**src/rtl/matrix_mac_datapath.sv**
```systemverilog
// matrix_mac_datapath: multiply-accumulate datapath driven by the matrix
// multiplier's control FSM strobes. Computes one ENTRIES-long dot product per
// pass and presents it on a valid/ready result register.
// Optional feature macro: MAC_SATURATE_EN (clamp accumulator on carry out
// instead of wrapping).
module matrix_mac_datapath #(
  parameter int unsigned DATA_WIDTH = 8,
  parameter int unsigned ACC_WIDTH  = 16,
  parameter int unsigned ENTRIES    = 8
) (
  input  logic                  clock,
  input  logic                  reset,
  input  logic                  load_matrix,
  input  logic                  multiply_matrix,
  input  logic                  add,
  input  logic                  done,
  input  logic [DATA_WIDTH-1:0] a_in,
  input  logic [DATA_WIDTH-1:0] b_in,
  input  logic                  result_ready,
  output logic [3:0]            entry_count,
  output logic [ACC_WIDTH-1:0]  result,
  output logic                  result_valid,
  output logic                  overflow,
  output logic                  overrun
);

  localparam int unsigned ProdWidth = 2 * DATA_WIDTH;
  localparam logic [3:0]  LastEntry = 4'(ENTRIES - 1);

  logic [3:0]           cnt_q, cnt_d;
  logic [ProdWidth-1:0] prod_q, prod_d;
  logic [ACC_WIDTH-1:0] acc_q, acc_d;
  logic                 ovf_trk_q, ovf_trk_d;
  logic [ACC_WIDTH-1:0] result_q, result_d;
  logic                 valid_q, valid_d;
  logic                 ovf_q, ovf_d;
  logic                 overrun_q, overrun_d;

  logic [ACC_WIDTH:0]   sum;
  logic                 carry;
  logic                 accumulate;

  // Entry counter: runs only while load_matrix is held, wraps after the last pair.
  always_comb begin
    cnt_d = 4'd0;
    if (load_matrix) begin
      cnt_d = (cnt_q == LastEntry) ? 4'd0 : cnt_q + 4'd1;
    end
  end

  // Product stage: full-width unsigned product captured during the multiply phase.
  always_comb begin
    prod_d = prod_q;
    if (multiply_matrix) begin
      prod_d = ProdWidth'(a_in) * ProdWidth'(b_in);
    end
  end

  // Accumulator: cleared on the first pair of a pass, otherwise adds the product
  // captured on the previous cycle (add drains the final one).
  always_comb begin
    sum        = {1'b0, acc_q} + (ACC_WIDTH + 1)'(prod_q);
    carry      = sum[ACC_WIDTH];
    accumulate = (multiply_matrix && (cnt_q != 4'd0)) || add;
    acc_d      = acc_q;
    ovf_trk_d  = ovf_trk_q;
    if (load_matrix && (cnt_q == 4'd0)) begin
      acc_d     = '0;
      ovf_trk_d = 1'b0;
    end else if (accumulate) begin
      ovf_trk_d = ovf_trk_q | carry;
`ifdef MAC_SATURATE_EN
      // Once clamped, stay clamped until the next pass clears the tracker.
      acc_d = (carry || ovf_trk_q) ? '1 : sum[ACC_WIDTH-1:0];
`else
      acc_d = sum[ACC_WIDTH-1:0];
`endif
    end
  end

  // Result register and valid/ready handshake; done wins over a same-cycle transfer.
  always_comb begin
    result_d  = result_q;
    ovf_d     = ovf_q;
    valid_d   = valid_q;
    overrun_d = 1'b0;
    if (done) begin
      result_d  = acc_q;
      ovf_d     = ovf_trk_q;
      valid_d   = 1'b1;
      overrun_d = valid_q && !result_ready;
    end else if (valid_q && result_ready) begin
      valid_d = 1'b0;
    end
  end

  // State registers, all cleared by the asynchronous reset.
  always_ff @(posedge clock or posedge reset) begin
    if (reset) begin
      cnt_q     <= 4'd0;
      prod_q    <= '0;
      acc_q     <= '0;
      ovf_trk_q <= 1'b0;
      result_q  <= '0;
      valid_q   <= 1'b0;
      ovf_q     <= 1'b0;
      overrun_q <= 1'b0;
    end else begin
      cnt_q     <= cnt_d;
      prod_q    <= prod_d;
      acc_q     <= acc_d;
      ovf_trk_q <= ovf_trk_d;
      result_q  <= result_d;
      valid_q   <= valid_d;
      ovf_q     <= ovf_d;
      overrun_q <= overrun_d;
    end
  end

  assign entry_count  = cnt_q;
  assign result       = result_q;
  assign result_valid = valid_q;
  assign overflow     = ovf_q;
  assign overrun      = overrun_q;

endmodule

```
**config.mk**
```make
export PLATFORM = sky130hd
export DESIGN_NAME = matrix_mac_datapath
export DESIGN_NICKNAME = d
export VERILOG_FILES = /design/src/rtl/matrix_mac_datapath.sv
export SDC_FILE = /design/constraint.sdc
export NUM_CORES = 1
export LEC_CHECK = 0
export BUFFER_PORTS_ARGS = -buffer_cell sky130_fd_sc_hd__buf_2
export CORE_MARGIN = 10
export CORE_UTILIZATION = 62
export CTS_CLUSTER_DIAMETER = 200
export DETAILED_ROUTE_END_ITERATION = 10
export PLACE_DENSITY = 0.83
export SYNTH_ARGS = -nofsm -noshare
export SYNTH_HDL_FRONTEND = slang
export SYNTH_SLANG_ARGS = --single-unit
```
**constraint.sdc**
```tcl
create_clock -name clock -period 3.2 [get_ports clock]
set_clock_uncertainty 0.05 [all_clocks]
set_input_delay 0 -clock clock [delete_from_list [all_inputs] [get_ports clock]]
set_output_delay 0 -clock clock [all_outputs]
set_load 0.01 [all_outputs]
```
==> results.sh <==
export IMPL_status="finished, violations left"
export IMPL_violations="negative setup slack"
export IMPL_finalCritPeriodShare_pct=111
export IMPL_nets=682
export IMPL_post_drt_wl_per_cell_um=18.4
export IMPL_gp_congestion=0.932
export IMPL_clockBufferDepth=2
export IMPL_grt_setup_unrepaired="true"
export IMPL_port_buffers=45
export IMPL_max_slew_margin_pct=67.0
export IMPL_yosys_area_top_type_share_pct=28.6
export IMPL_diodes=0
export IMPL_regArea_sq_um=1400
export IMPL_wl_mm=12.3
export IMPL_synth_main_ff_cell="dfrtp_1"
export IMPL_cts_root_buf="clkbuf_8"
export IMPL_powerDensity_nw_per_um2=861
export IMPL_hold_path_class="primary input to flip-flop"
export IMPL_fin_hold_ws_ns=0.0639
export IMPL_report_final_slew_viol_count=0
export IMPL_yosysWarnings=0
export IMPL_setup_ws_ns=-0.365
export IMPL_clock_sinks=56
export IMPL_synth_fp_nets=586
export IMPL_slowest_delay_ns=0.53
export IMPL_worstPathCellList="buf_12, nand2_4, fa_1, fa_1, inv_2, fa_1, inv_1, fa_1, inv_2, ha_4, o21a_1, o31a_1, buf_4, o21a_1, nor2_2, xnor2_1, mux2_4"
export IMPL_endpoint_kind="flip-flop"
export IMPL_arrival_ns=3.71
export IMPL_finalSetupTns_ns=-2.03
export IMPL_antenna_found_initial=0
export IMPL_startpoint_type="primary input"
export IMPL_coreArea_sq_um=7690
export IMPL_die_x_um=109
export IMPL_multiInputGateArea_sq_um=3530
export IMPL_yosys_area_top_type="dfrtp_1"
export IMPL_fillers=423
export IMPL_cp_slowest_cell="fa_1"
export IMPL_seq_area_frac_synth_pct=28.6
export IMPL_cp_top_family="adder cells"
export IMPL_path_clk_slew_ns=0.10
export IMPL_maxCapViolations=0
export IMPL_grt_pass1_vias=4225
export IMPL_cts_tree="done"
export IMPL_yosysUniqueCellTypes=54
export IMPL_ys_seq_elements=56
export IMPL_synth_area_sq_um=4900
export IMPL_detail_route_iter0_violations=191
export IMPL_grt_pass1_wl_mm=19.6
export IMPL_start_util_pct=63.7
export IMPL_synth_area_leaders="dfrtp_1, fa_1, ha_1"
export IMPL_max_freq_mhz=281
export IMPL_cp_required_ns=3.34
export IMPL_syn_area_per_cell_sq_um=10.4
export IMPL_grt_use_total_pct=20.0
export IMPL_cts_buffers=5
export IMPL_dieHeight_um=109
export IMPL_peakVddDrop_mv=0.559
export IMPL_syn_inst=472
export IMPL_first_pass_iters=4
export IMPL_die_area_sq_um=11900
export IMPL_critPathBufInv=5
export IMPL_crit_top_cell="fa_1"
export IMPL_rows=32
export IMPL_hpwl_mm=8.60
export IMPL_synthToLayoutAreaGrowth_pct=25.1
export IMPL_ys_async_sr_fraction_pct=100
export IMPL_via_per_inst=5.95
export IMPL_p_leak_nw=3.13
export IMPL_totalPowerFinal_mw=5.27
export IMPL_period_minus_slack_ns=3.56
export IMPL_h_tree_depth=2
export IMPL_drc_errors=0
export IMPL_io_pins=46
export IMPL_crit_path_max_fanout=7
export IMPL_setup_viol=9
export IMPL_clock_latency_ns=0.31
export IMPL_ant_nets=0
export IMPL_tightest_slew_ns=0.492
export IMPL_hold_violations=0
export IMPL_worstSetupPathType="primary input to flip-flop"
export IMPL_synth_edf_count=0
export IMPL_via_count=3980
export IMPL_drive_gt1_share_pct=33.2
export IMPL_overflow=0
export IMPL_grt_max_degree=35
==> path summary, 6_finish.rpt <==
path / startpoint / end / slack (ns) / cells after the start
worst max-delay path: a_in[4] / prod_q[9]$_DFFE_PP0P_ / -0.36 / 17
worst min-delay path: a_in[0] / prod_q[0]$_DFFE_PP0P_ / 0.06 / 4
worst max register to register: prod_q[0]$_DFFE_PP0P_ / ovf_trk_q$_DFFE_PP0P_ / 0.57 / 8
worst min register to register: prod_q[6]$_DFFE_PP0P_ / prod_q[6]$_DFFE_PP0P_ / 0.46 / 1
max in group asynchronous: reset / prod_q[12]$_DFFE_PP0P_ / 2.09 / 4
min in group asynchronous: reset / result[2]$_DFFE_PP0P_ / 0.21 / 3
==> synth_stat cells, types with 2 or more instances <==
library cell  number
a211oi_1           4
a211oi_2           2
a21o_1             7
a21oi_1           15
a21oi_2            2
a221o_1            2
a22o_1            14
a31oi_1            3
a32o_1             2
and2_1            49
and3_1             3
buf_1              2
buf_2              4
clkbuf_1           2
dfrtp_1           56
fa_1              37
ha_1              54
inv_1             57
mux2_2            28
nand2_1           31
nand3_1            9
nand4_1            3
nor2_1            16
nor3_1             3
o211a_1            2
o21a_1             6
o21ai_0           12
or3_1              2
xnor2_1           13
xor2_1             8
==> report_power, final <==
group | internal, mW | total [mW] | switching (mW)
combinational | 1.79 | 3.65 | 1.86
clock | 0.225 | 0.444 | 0.219
sequential | 0.993 | 1.18 | 0.190
total | 3.01 | 5.27 | 2.27
==> repair_timing <==
action                                  4_1_cts  5_1_grt
pin swaps                                    28       19
setup buffers                                 2        2
endpoints found under the hold margin        28        0
resized for setup                            51       25
cloned                                        0        0
hold buffers                                  3        0
endpoints found under the setup margin        8        9
==> state kept, by name, summed over array words and instances (netlist names) <==
signal,flops
acc_q,16
ovf_trk_q,1
overrun,1
result,16
prod_q,16
entry_count,4
overflow,1
result_valid,1
==> worst reg2reg max path, cell delays in order (launching register included) <==
cell     delay [ns]
dfrtp_1        0.42
ha_1           0.24
fa_1           0.41
a21o_1         0.20
nand2_1        0.10
a31oi_1        0.19
a31oi_1        0.44
o21ai_0        0.24
a22o_1         0.25
==> metal layers <==
metal	wire (um)	part of all wire (%)	vias to the layer above	track usage, %
met4	431	3.5	0	6.78
met3	469	3.8	45	2.42
met2	6670	54	119	36.5
li1	-	-	1807	-
met1	4730	38	2009	23.8
met5	0	0	-	0
==> cell families after synthesis <==
kind of cell / count (synthesis) / synth area share [%]
compound gates: 86 / 13.4
mux: 29 / 6.74
simple gates: 124 / 13.5
buf+inv: 65 / 5.08
fa+ha+maj: 91 / 28.9
flops: 56 / 28.6
xor+xnor: 21 / 3.76
==> through the flow <==
| stage | util (%) | instances | setup WS, ns | cell area, sq um |
|---|---|---|---|---|
| after floorplan | - | 472 | -0.356 | 5020 |
| after global placement | 73.8 | 656 | -0.569 | 5680 |
| after detailed placement | 73.8 | 656 | -0.644 | 5680 |
| after CTS | 78.2 | 667 | -0.222 | 6010 |
| after global routing | 79.7 | 669 | -0.472 | 6120 |
| final | 79.7 | 669 | -0.365 | 6120 |
==> layout make-up <==
type	instances	area share, %
inverter	57	3.49
timing repair buffer	97	12.3
tap	102	2.08
clock inverter	1	0.490
clock buffer	5	1.12
sequential	56	22.9
multi-input combinational	351	57.7
==> cell usage in the layout, fill, tap and decap left out, drive strengths merged, types with 5 or more instances in the layout <==
cell type and count:
xor2 8, xnor2 13, a22o 14, inv 57, o21a 6, clkbuf 5, ha 54, mux2 29
buf 94, nand2 31, dfrtp 56, a21oi 17, nor2 16, a21o 7, nand3 9, fa 37
a211oi 6, o21ai 14, and2 49
Note: power is estimated with default switching activity, not from simulation.
